--- src/rtl/uart_word_tx_if.sv ---
// uart_word_tx_if: word push handshake between a producer and the uart_word_tx serializer.
//
// Parameters:
//   DATA_WIDTH - width of a pushed word.
// Signals:
//   word_valid_i - producer offers word_data_i this cycle.
//   word_data_i  - word to send; byte 0 ([7:0]) goes out first.
//   word_ready_o - serializer FIFO can take a word.
// The signal names match the serializer's port list, so the _i/_o affixes are seen from
// the serializer's side.
// Modports:
//   master - producer side (drives valid/data).
//   slave  - serializer side (drives ready).
interface uart_word_tx_if #(
  parameter int unsigned DATA_WIDTH = 32
);
  logic                  word_valid_i;
  logic [DATA_WIDTH-1:0] word_data_i;
  logic                  word_ready_o;

  modport master (
    output word_valid_i,
    output word_data_i,
    input  word_ready_o
  );

  modport slave (
    input  word_valid_i,
    input  word_data_i,
    output word_ready_o
  );
endinterface

--- src/rtl/uart_word_tx.sv ---
// uart_word_tx: buffers DATA_WIDTH-bit words in a FIFO and streams each one out as
// DATA_WIDTH/8 little-endian 8N1/8N2 UART frames (byte 0 first, LSB first).
//
// Parameters:
//   DATA_WIDTH - word width, a multiple of 8.
//   FIFO_DEPTH - word FIFO entries, a power of 2 and at least 2.
//   CPB_W      - width of the clocks-per-bit input.
// Ports:
//   clk_i          - clock.
//   rst_i          - synchronous active-high reset; aborts any frame and empties the FIFO.
//   clks_per_bit_i - cycles per UART bit (values below 2 act as 2), latched per word.
//   stop_bits_i    - 0: one stop bit, 1: two stop bits; latched per word.
//   parity_odd_i   - (parity build only) invert the even-parity bit; latched per word.
//   word_if        - push handshake (valid/data in, ready out).
//   tx_o           - registered serial line, idle high.
//   busy_o         - serializer active or FIFO non-empty.
//   fifo_level_o   - words waiting in the FIFO (not counting the one being sent).
//   byte_done_o    - one-cycle pulse after each frame's last stop bit.
//   word_done_o    - one-cycle pulse together with the last byte's byte_done_o.
// Build option:
//   UART_WORD_TX_PARITY_EN - adds a parity bit after the data bits and the parity_odd_i port.
module uart_word_tx #(
  parameter int unsigned DATA_WIDTH = 32,
  parameter int unsigned FIFO_DEPTH = 4,
  parameter int unsigned CPB_W      = 16
) (
  input  logic                        clk_i,
  input  logic                        rst_i,
  input  logic [CPB_W-1:0]            clks_per_bit_i,
  input  logic                        stop_bits_i,
`ifdef UART_WORD_TX_PARITY_EN
  input  logic                        parity_odd_i,
`endif
  uart_word_tx_if.slave               word_if,
  output logic                        tx_o,
  output logic                        busy_o,
  output logic [$clog2(FIFO_DEPTH):0] fifo_level_o,
  output logic                        byte_done_o,
  output logic                        word_done_o
);

  localparam int unsigned NBYTES = DATA_WIDTH / 8;
  localparam int unsigned PW     = $clog2(FIFO_DEPTH);
  localparam int unsigned LW     = PW + 1;
  localparam int unsigned BIW    = (NBYTES > 1) ? $clog2(NBYTES) : 1;

  typedef enum logic [2:0] {
    StIdle   = 3'd0,
    StStart  = 3'd1,
    StData   = 3'd2,
`ifdef UART_WORD_TX_PARITY_EN
    StParity = 3'd3,
`endif
    StStop   = 3'd4
  } state_e;

  // ---------------------------------------------------------------------------------------
  // Word FIFO
  // ---------------------------------------------------------------------------------------
  logic [DATA_WIDTH-1:0] mem_q [FIFO_DEPTH];
  logic [PW-1:0]         wr_ptr_q, rd_ptr_q;
  logic [LW-1:0]         level_q;
  logic                  push, pop;
  logic [DATA_WIDTH-1:0] head;

  // Ready comes from the registered level only, so a pop in the same cycle cannot make
  // room for a push into a full FIFO.
  assign word_if.word_ready_o = (level_q < LW'(FIFO_DEPTH));
  assign push                 = word_if.word_valid_i && word_if.word_ready_o;
  assign head                 = mem_q[rd_ptr_q];

  always_ff @(posedge clk_i) begin
    if (rst_i) begin
      wr_ptr_q <= '0;
      rd_ptr_q <= '0;
      level_q  <= '0;
    end else begin
      // Pointers wrap naturally because FIFO_DEPTH is a power of 2.
      if (push) wr_ptr_q <= wr_ptr_q + 1'b1;
      if (pop)  rd_ptr_q <= rd_ptr_q + 1'b1;
      case ({push, pop})
        2'b10:   level_q <= level_q + 1'b1;
        2'b01:   level_q <= level_q - 1'b1;
        default: level_q <= level_q;
      endcase
    end
  end

  always_ff @(posedge clk_i) begin
    if (push) mem_q[wr_ptr_q] <= word_if.word_data_i;
  end

  // ---------------------------------------------------------------------------------------
  // Serializer FSM
  // ---------------------------------------------------------------------------------------
  state_e                state_q, state_d;
  logic [DATA_WIDTH-1:0] shift_q, shift_d;
  logic [CPB_W-1:0]      cpb_q, cpb_d;
  logic [CPB_W-1:0]      timer_q, timer_d;
  logic                  stop2_q, stop2_d;
  logic                  stop_second_q, stop_second_d;
  logic [BIW-1:0]        byte_idx_q, byte_idx_d;
  logic [2:0]            bit_cnt_q, bit_cnt_d;
  logic                  tx_q, tx_d;
  logic                  byte_done_q, byte_done_d;
  logic                  word_done_q, word_done_d;
`ifdef UART_WORD_TX_PARITY_EN
  logic                  odd_q, odd_d;
  logic                  par_q, par_d;
`endif

  logic [CPB_W-1:0]      cpb_in;
  logic [CPB_W-1:0]      bit_reload;
  logic                  bit_end;
  logic                  load_word;

  assign cpb_in     = (clks_per_bit_i < CPB_W'(2)) ? CPB_W'(2) : clks_per_bit_i;
  assign bit_reload = cpb_q - 1'b1;
  assign bit_end    = (timer_q == '0);

  always_comb begin
    state_d       = state_q;
    shift_d       = shift_q;
    cpb_d         = cpb_q;
    timer_d       = timer_q;
    stop2_d       = stop2_q;
    stop_second_d = stop_second_q;
    byte_idx_d    = byte_idx_q;
    bit_cnt_d     = bit_cnt_q;
    tx_d          = tx_q;
    byte_done_d   = 1'b0;
    word_done_d   = 1'b0;
    load_word     = 1'b0;
    pop           = 1'b0;
`ifdef UART_WORD_TX_PARITY_EN
    odd_d         = odd_q;
    par_d         = par_q;
`endif

    unique case (state_q)
      StIdle: begin
        tx_d = 1'b1;
        if (level_q != '0) load_word = 1'b1;
      end

      StStart: begin
        if (bit_end) begin
          state_d   = StData;
          timer_d   = bit_reload;
          bit_cnt_d = '0;
          tx_d      = shift_q[0];
`ifdef UART_WORD_TX_PARITY_EN
          par_d     = (^shift_q[7:0]) ^ odd_q;
`endif
        end else begin
          timer_d = timer_q - 1'b1;
        end
      end

      StData: begin
        if (bit_end) begin
          // The whole word shifts right, so after 8 bits the next byte sits in [7:0].
          shift_d = shift_q >> 1;
          timer_d = bit_reload;
          if (bit_cnt_q == 3'd7) begin
`ifdef UART_WORD_TX_PARITY_EN
            state_d = StParity;
            tx_d    = par_q;
`else
            state_d       = StStop;
            stop_second_d = 1'b0;
            tx_d          = 1'b1;
`endif
          end else begin
            bit_cnt_d = bit_cnt_q + 1'b1;
            tx_d      = shift_q[1];
          end
        end else begin
          timer_d = timer_q - 1'b1;
        end
      end

`ifdef UART_WORD_TX_PARITY_EN
      StParity: begin
        if (bit_end) begin
          state_d       = StStop;
          stop_second_d = 1'b0;
          timer_d       = bit_reload;
          tx_d          = 1'b1;
        end else begin
          timer_d = timer_q - 1'b1;
        end
      end
`endif

      StStop: begin
        if (bit_end) begin
          if (stop2_q && !stop_second_q) begin
            stop_second_d = 1'b1;
            timer_d       = bit_reload;
          end else begin
            byte_done_d = 1'b1;
            if (byte_idx_q != BIW'(NBYTES - 1)) begin
              byte_idx_d = byte_idx_q + 1'b1;
              state_d    = StStart;
              timer_d    = bit_reload;
              tx_d       = 1'b0;
            end else begin
              word_done_d = 1'b1;
              if (level_q != '0) begin
                load_word = 1'b1;
              end else begin
                state_d = StIdle;
                tx_d    = 1'b1;
              end
            end
          end
        end else begin
          timer_d = timer_q - 1'b1;
        end
      end

      default: begin
        state_d = StIdle;
        tx_d    = 1'b1;
      end
    endcase

    // Start a new word: configuration is sampled here and held until the word completes.
    if (load_word) begin
      pop        = 1'b1;
      shift_d    = head;
      cpb_d      = cpb_in;
      stop2_d    = stop_bits_i;
      byte_idx_d = '0;
      timer_d    = cpb_in - 1'b1;
      state_d    = StStart;
      tx_d       = 1'b0;
`ifdef UART_WORD_TX_PARITY_EN
      odd_d      = parity_odd_i;
`endif
    end
  end

  always_ff @(posedge clk_i) begin
    if (rst_i) begin
      state_q       <= StIdle;
      shift_q       <= '0;
      cpb_q         <= CPB_W'(2);
      timer_q       <= '0;
      stop2_q       <= 1'b0;
      stop_second_q <= 1'b0;
      byte_idx_q    <= '0;
      bit_cnt_q     <= '0;
      tx_q          <= 1'b1;
      byte_done_q   <= 1'b0;
      word_done_q   <= 1'b0;
`ifdef UART_WORD_TX_PARITY_EN
      odd_q         <= 1'b0;
      par_q         <= 1'b0;
`endif
    end else begin
      state_q       <= state_d;
      shift_q       <= shift_d;
      cpb_q         <= cpb_d;
      timer_q       <= timer_d;
      stop2_q       <= stop2_d;
      stop_second_q <= stop_second_d;
      byte_idx_q    <= byte_idx_d;
      bit_cnt_q     <= bit_cnt_d;
      tx_q          <= tx_d;
      byte_done_q   <= byte_done_d;
      word_done_q   <= word_done_d;
`ifdef UART_WORD_TX_PARITY_EN
      odd_q         <= odd_d;
      par_q         <= par_d;
`endif
    end
  end

  assign tx_o         = tx_q;
  assign busy_o       = (state_q != StIdle) || (level_q != '0);
  assign fifo_level_o = level_q;
  assign byte_done_o  = byte_done_q;
  assign word_done_o  = word_done_q;

endmodule

--- src/flat_wrapper.sv ---
// flat-port wrapper written by rule: the top's interface ports become plain ports
module uart_word_tx_flat 
#(
  parameter int unsigned DATA_WIDTH = 32,
  parameter int unsigned FIFO_DEPTH = 4,
  parameter int unsigned CPB_W      = 16
)
  (clk_i, rst_i, clks_per_bit_i, stop_bits_i, tx_o, busy_o, fifo_level_o, byte_done_o, word_done_o, word_if_word_valid_i, word_if_word_data_i, word_if_word_ready_o);
  uart_word_tx_if #(.DATA_WIDTH(DATA_WIDTH)) word_if_i ();
  input  logic clk_i;
  input  logic rst_i;
  input  logic [CPB_W-1:0] clks_per_bit_i;
  input  logic stop_bits_i;
  output logic tx_o;
  output logic busy_o;
  output logic [$clog2(FIFO_DEPTH):0] fifo_level_o;
  output logic byte_done_o;
  output logic word_done_o;
  input wire logic [$bits(word_if_i.word_valid_i)-1:0] word_if_word_valid_i;
  input wire logic [$bits(word_if_i.word_data_i)-1:0] word_if_word_data_i;
  output wire logic [$bits(word_if_i.word_ready_o)-1:0] word_if_word_ready_o;
  assign word_if_i.word_valid_i = word_if_word_valid_i;
  assign word_if_i.word_data_i = word_if_word_data_i;
  assign word_if_word_ready_o = word_if_i.word_ready_o;
  uart_word_tx #(.DATA_WIDTH(DATA_WIDTH), .FIFO_DEPTH(FIFO_DEPTH), .CPB_W(CPB_W)) u_core (.clk_i(clk_i), .rst_i(rst_i), .clks_per_bit_i(clks_per_bit_i), .stop_bits_i(stop_bits_i), .word_if(word_if_i), .tx_o(tx_o), .busy_o(busy_o), .fifo_level_o(fifo_level_o), .byte_done_o(byte_done_o), .word_done_o(word_done_o));
endmodule
--- config.mk ---
export PLATFORM = sky130hd
export DESIGN_NAME = uart_word_tx_flat
export DESIGN_NICKNAME = d
export VERILOG_FILES = /design/src/rtl/uart_word_tx_if.sv /design/src/rtl/uart_word_tx.sv /design/src/flat_wrapper.sv
export SDC_FILE = /design/constraint.sdc
export NUM_CORES = 1
export LEC_CHECK = 0
export ABC_AREA = 1
export CORE_MARGIN = 1
export CORE_UTILIZATION = 40
export DETAILED_ROUTE_END_ITERATION = 10
export PLACE_DENSITY = 0.65
export SLEW_MARGIN = 15
export SYNTH_ARGS = -nofsm -noshare
export SYNTH_HDL_FRONTEND = slang
export SYNTH_SLANG_ARGS = --single-unit
--- constraint.sdc ---
create_clock -name clk_i -period 7.8 [get_ports clk_i]
set_clock_uncertainty 0.15 [all_clocks]
set_input_delay 1.17 -clock clk_i [delete_from_list [all_inputs] [get_ports clk_i]]
set_output_delay 1.17 -clock clk_i [all_outputs]
set_load 0.03 [all_outputs]
==> flow_metrics.py, run 1 <==
metrics = {
    "route": {
        "wl_met3_um": 822,
        "ant_nets": 0,
        "wl_per_cell_um": 15.8,
        "vias_per_cell": 5.15,
        "drc": 0,
        "top_layer": "met4",
        "drtIter0Drc": 469,
        "wl_um": 20600,
        "dr.pass1.iters": 4,
        "m1WireLength_um": 9070,
        "met2_length_um": 10300,
        "dr_total_vias": 6704,
    },
    "floorplanning": {
        "io-pin-count": 60,
        "die_h_um": 153,
        "core_area_um2": 22600,
        "initial_utilization_pct": 40.6,
        "die_area_um2": 23500,
        "die_x_um": 153,
        "fp-row-count": 55,
    },
    "timing": {
        "setup_viol_count_final": 0,
        "fin_crit_sh_pct": 60.1,
        "hold_violations": 0,
        "tns_ns": 0,
        "worst_slew_pin_slew_ns": 1.10,
        "relSlewSlack_pct": 26.3,
        "fmax_mhz": 213,
        "finalWorstPathRequiredPeriod_ns": 4.69,
        "rsz0062_at_grt": "false",
        "drv_slew": 0,
    },
    "synth": {
        "netlist_area_um2": 9170,
        "synth_ff_type": "edfxtp_1",
        "synth_top_area_cell": "edfxtp_1",
        "yosysMostFrequentCell": "nand2_1",
        "yosys_warnings": 0,
        "synth_area_leaders": "edfxtp_1 (42%), dfxtp_1 (19%), nand2_1 (6.9%), o21ai_0 (5.3%), nor2_1 (5.1%)",
        "avgSynthCellArea_um2": 9.64,
        "synthCells": 951,
        "yosysSeqAreaShare_pct": 60.7,
        "synthTopCellsByCount": "nand2_1 (168), edfxtp_1 (128), nor2_1 (124), o21ai_0 (97), dfxtp_1 (86)",
        "synth-async-reset-ratio_pct": 0,
        "synth_top_area_share_pct": 41.9,
        "synth_edf_count": 128,
        "synth_cell_types": 35,
        "ys_ff_latch": 214,
        "synth_nets": 1013,
    },
    "outcome": {
        "run_status": "finished, final reports clean",
    },
    "global_routing": {
        "antenna_found_initial": 0,
        "grt_max_degree": 64,
        "gr-total-overflow": 0,
        "grt_first_pass_wirelength_um": 33100,
        "grt_pass1_vias": 6338,
        "grtUsageTotal_pct": 17.7,
    },
    "clock_tree": {
        "cts.sinks": 214,
        "htree_levels": 1,
        "numCtsBuffers": 24,
        "ctsHoldBuffers": 0,
        "post_cts_buffers": 0,
        "cts_root_buf": "clkbuf_16",
        "cts_tree": "done",
        "path_clk_slew_ns": 0.06,
        "cts_resized": 0,
        "clk_latency_ns": 0.53,
        "cts_max_path_buffers": 3,
    },
    "power_and_ir_drop": {
        "p_per_area_nw_per_um2": 411,
        "ir_worst_vdd_mv": 0.210,
        "totalPowerFinal_mw": 4.43,
        "leakage_nw": 4.01,
    },
    "finish": {
        "diodes": 0,
        "drive_gt1_share_pct": 9.65,
        "syn_to_final_growth_pct": 17.6,
        "nets": 1060,
    },
    "worst_setup_path": {
        "critPathKind": "reg2out",
        "cpPeakStageDelay_ns": 0.68,
        "startpoint_type": "flip-flop",
        "r2r-end": "u_core.timer_q[10]",
        "reg2reg_depth": 19,
        "end_kind": "primary output",
        "cp_slowest_cell": "clkdlybuf4s50_1",
        "cp_common_cell": "nand2_1",
        "cp.required_ns": 6.48,
        "regToRegStartpoint": "u_core.timer_q[0]",
        "critical_path.max_fanout": 40,
        "worstPathArrival_ns": 3.37,
        "path_cells": "nor2_1 -> nand2_1 -> nor2_4 -> nand3_4 -> nand2_4 -> inv_2 -> nand2_1 -> clkdlybuf4s50_1",
        "r2r_slack_ns": 4.19,
    },
    "min_path": {
        "worstHoldPathCells": 2,
        "hp-start": "u_core.shift_q[20]",
        "hp-class": "reg2reg",
        "hold_end": "u_core.shift_q[20]",
    },
    "run": {
        "cap_violations": 0,
    },
    "placement": {
        "port_buffers": 59,
        "gp_congestion": 0.858,
        "hpwl_um": 12600,
    },
}
power breakdown:
part | internal (mW) | switching [mW] | total [mW]
Sequential | 1.43 | 0.102 | 1.53
Clock | 0.660 | 0.455 | 1.12
Combinational | 0.539 | 1.24 | 1.78
kinds of logic after synthesis:
| group | synth area share, % |
|---|---|
| flip-flops | 60.7 |
| AND/OR/NAND/NOR | 19.2 |
| AO/OA/AOI/OAI | 13.2 |
| buffers and inverters | 5.42 |
| adder cells (fa/ha/maj) | 1.45 |
per-stage QoR:
step           utilization (%)  hold slack [ns]  area [um^2]  std cells  setup WS, ns
2_1_floorplan                -            0.276         9170        951          4.53
3_3_place_gp              44.3            0.288         9990       1257          3.72
3_5_place_dp              44.3            0.294         9990       1257          3.66
4_1_cts                   47.8            0.303        10800       1301          3.10
5_1_grt                   47.8            0.338        10800       1301          2.87
6_report                  47.8            0.304        10800       1301          3.11
placed cells by master (no fill, tap or decap), drive strengths merged, types with 10 or more instances in the layout:
| cell | Yosys | layout |
|---|---|---|
| a21oi | 46 | 46 |
| a31oi | 18 | 18 |
| buf | 11 | 10 |
| clkbuf | 37 | 33 |
| clkdlybuf4s50 | 0 | 59 |
| dfxtp | 86 | 86 |
| edfxtp | 128 | 128 |
| inv | 76 | 77 |
| nand2 | 188 | 188 |
| nand3 | 55 | 55 |
| nor2 | 141 | 141 |
| o21ai | 97 | 97 |
| o221ai | 12 | 12 |
| o22ai | 26 | 26 |
registers in the layout, indices dropped and copies added, names as in the netlist, 2 cells and up, named ones only:
name and count:
u_core.fifo_level_o 3, u_core.bit_cnt_q 3, u_core.mem_q 128, u_core.timer_q 16
u_core.byte_idx_q 2, u_core.cpb_q 16, u_core.state_q 3, u_core.shift_q 32
u_core.wr_ptr_q 2, u_core.rd_ptr_q 2
per-layer routing:
layer / track usage [%] / vias to the layer above
met4: 4.86 / 0
met5: 0 / -
met2: 31.4 / 124
met1: 22.5 / 3184
li1: - / 3366
met3: 2.58 / 30
how the worst max path moves through the flow:
stage | startpoint | endpoint | slack [ns] | cells past startpoint
CTS | u_core.timer_q[0] | busy_o | 3.10 | 8
global placement | u_core.timer_q[0] | busy_o | 3.72 | 8
floorplan | word_if_word_valid_i | u_core.mem_q[0][0] | 4.53 | 2
finish | u_core.timer_q[0] | busy_o | 3.11 | 8
detailed placement | u_core.timer_q[0] | busy_o | 3.66 | 8
global route | u_core.timer_q[0] | busy_o | 2.87 | 8
worst max-delay path: cells and delay by family (launching register included):
family / cells / cell delay, ns
buffers and inverters: 2 / 1.03
DFF: 1 / 0.32
and+or+nand+nor: 6 / 1.48
layout make-up:
cell class | instances | area, um^2
multi-input combinational | 613 | 3110
clock inverter | 11 | 138
tap | 285 | 357
sequential | 214 | 5570
clock buffer | 33 | 654
inverter | 76 | 285
fill | 2130 | 11800
timing repair buffer | 69 | 666
(Power assumes the default switching activity.)
==> inputs of run 2 (changes only) <==
Settings changed: PLACE_DENSITY 0.65 to 0.67.
Clock period 7.8 ns to 3.8 ns, I/O delays scaled along.
==> flow_metrics.py, run 2 (synthesized netlist as in run 1, its figures left out) <==
metrics = {
    "clock_tree": {
        "cts_max_path_buffers": 3,
        "cts.sinks": 214,
        "ctsHoldBuffers": 0,
        "cts_tree": "done",
        "path_clk_slew_ns": 0.06,
        "cts_root_buf": "clkbuf_16",
        "htree_levels": 1,
        "clk_latency_ns": 0.52,
        "numCtsBuffers": 23,
    },
    "finish": {
        "multi_input_area_um2": 3110,
        "largest_reg_flops": 128,
        "final_area_um2": 10800,
        "syn_to_final_growth_pct": 17.9,
        "regArea_um2": 5570,
        "top_register": "u_core.mem_q",
        "diodes": 0,
        "nets": 1069,
        "final_cell_mix": "nand2_1 (168), edfxtp_1 (128), nor2_1 (120), o21ai_0 (97), dfxtp_1 (85)",
        "drive_gt1_share_pct": 10.5,
        "top_regs": "u_core.mem_q (128), u_core.shift_q (32)",
        "layout_commonest_cell": "nand2_1",
        "n_fill_cell": 2098,
    },
    "timing": {
        "drv_slew": 0,
        "worst_slew_pin_slew_ns": 1.17,
        "rsz0062_at_grt": "false",
        "tns_ns": 0,
        "relSlewSlack_pct": 21.7,
        "hold_violations": 0,
        "setup_viol_count_final": 0,
        "fmax_mhz": 287,
        "fin_crit_sh_pct": 91.8,
        "finalWorstPathRequiredPeriod_ns": 3.49,
    },
    "worst_setup_path": {
        "cp_slowest_cell": "clkdlybuf4s50_1",
        "cpPeakStageDelay_ns": 0.67,
        "crit_family": "simple AND/OR/NAND/NOR gates",
        "end_kind": "primary output",
        "cp.required_ns": 3.08,
        "startpoint_type": "flip-flop",
        "path_cells": "nor2_1 -> nand2_1 -> nor2_4 -> nand3_4 -> nand2_4 -> inv_2 -> nand2_1 -> clkdlybuf4s50_1",
        "critPathKind": "reg2out",
        "worstPathArrival_ns": 2.77,
        "crit_buf_inv": 2,
        "cp_common_cell": "nand2_1",
        "critical_path.max_fanout": 19,
    },
    "power_and_ir_drop": {
        "p_per_area_nw_per_um2": 840,
        "leakage_nw": 4.05,
        "ir_worst_vdd_mv": 0.424,
    },
    "floorplanning": {
        "io-pin-count": 60,
        "core_area_um2": 22600,
        "die_area_um2": 23500,
        "die_x_um": 153,
        "fp-row-count": 55,
        "die_h_um": 153,
        "initial_utilization_pct": 40.6,
    },
    "route": {
        "wl_um": 20800,
        "wl_per_cell_um": 15.9,
        "ant_nets": 0,
        "vias_per_cell": 5.17,
        "dr.pass1.iters": 5,
        "drtIter0Drc": 425,
        "drc": 0,
        "dr_total_vias": 6759,
    },
    "global_routing": {
        "grtUsageTotal_pct": 17.9,
        "grt_max_degree": 63,
        "gr-total-overflow": 0,
        "antenna_found_initial": 0,
        "grt_first_pass_wirelength_um": 33600,
        "grt_pass1_vias": 6480,
    },
    "run": {
        "cap_violations": 0,
    },
    "placement": {
        "port_buffers": 59,
        "placed_area_um2": 10000,
        "gp_congestion": 0.906,
        "hpwl_um": 13000,
    },
    "outcome": {
        "run_status": "finished, final reports clean",
    },
    "min_path": {
        "hp-class": "reg2reg",
    },
}
## run 2: layout make-up
| class | instances | share of cell area [%] |
|---|---|---|
| sequential | 214 | 51.5 |
| timing repair buffer | 79 | 6.85 |
| clock buffer | 30 | 5.84 |
| tap | 285 | 3.30 |
| inverter | 76 | 2.64 |
| multi-input combinational | 613 | 28.8 |
| clock inverter | 11 | 1.08 |
## run 2: metal layers
layer	vias to the layer above	GRT usage, %	share of wire, %
met5	-	0	0
met4	0	5.10	2.3
met3	29	2.89	4.6
met2	168	31.0	49
met1	3188	23.0	44
li1	3374	-	-
## run 2: what timing repair did
item,4_1_cts,5_1_grt
setup endpoints to repair,0,1
gates resized for setup,0,0
endpoints found under the hold margin,0,0
buffers inserted,0,4
## run 2: worst register-to-register path, cell delays in order (launching register included)
cell	delay (ns)
dfxtp_1	0.31
nor2_1	0.11
nand2_1	0.09
nor2_4	0.29
nand3_4	0.26
nand2_4	0.28
inv_2	0.15
nand2_2	0.09
nand2_2	0.07
inv_1	0.13
ha_1	0.18
inv_1	0.04
nor2_1	0.19
nand2_1	0.14
nor2_2	0.15
nand2_1	0.07
nand2_1	0.06
nand3_1	0.06
nand2_1	0.08
inv_1	0.03
## run 2: worst paths after layout
kind              slack [ns]  cells after the start                from            endpoint
setup / recovery        0.31                      8  u_core.timer_q[12]              busy_o
hold / removal          0.30                      2  u_core.shift_q[20]  u_core.shift_q[20]
setup reg to reg        0.76                     19  u_core.timer_q[12]  u_core.timer_q[14]
hold reg to reg         0.30                      2  u_core.shift_q[20]  u_core.shift_q[20]
## run 2: where the power goes
| part | switching [mW] | total, mW | internal [mW] | leakage [nW] |
|---|---|---|---|---|
| logic | 2.54 | 3.72 | 1.18 | 1.80 |
| registers | 0.216 | 3.15 | 2.94 | 1.88 |
| clock network | 0.896 | 2.20 | 1.31 | 0.364 |
| total | 3.65 | 9.08 | 5.43 | 4.05 |
## run 2: per-stage QoR
| stage | utilization (%) | hold WS, ns | setup slack, ns | total power, mW | std cells |
|---|---|---|---|---|---|
| 6_report | 47.9 | 0.304 | 0.311 | 9.08 | 1308 |
| 4_1_cts | 47.8 | 0.304 | 0.157 | 9.11 | 1304 |
| 5_1_grt | 47.9 | 0.328 | 0.121 | 9.72 | 1308 |
| 3_5_place_dp | 44.5 | 0.295 | 0.654 | 6.88 | 1263 |
| 2_1_floorplan | - | 0.276 | 0.888 | 5.96 | 951 |
| 3_3_place_gp | 44.5 | 0.283 | 0.678 | 6.84 | 1263 |
==> inputs of run 3 (changes only) <==
Settings changed: SKIP_LAST_GASP from default to 1.
==> results of run 3 <==
No change in the layout: final DEF, timing and power equal those of run 2.
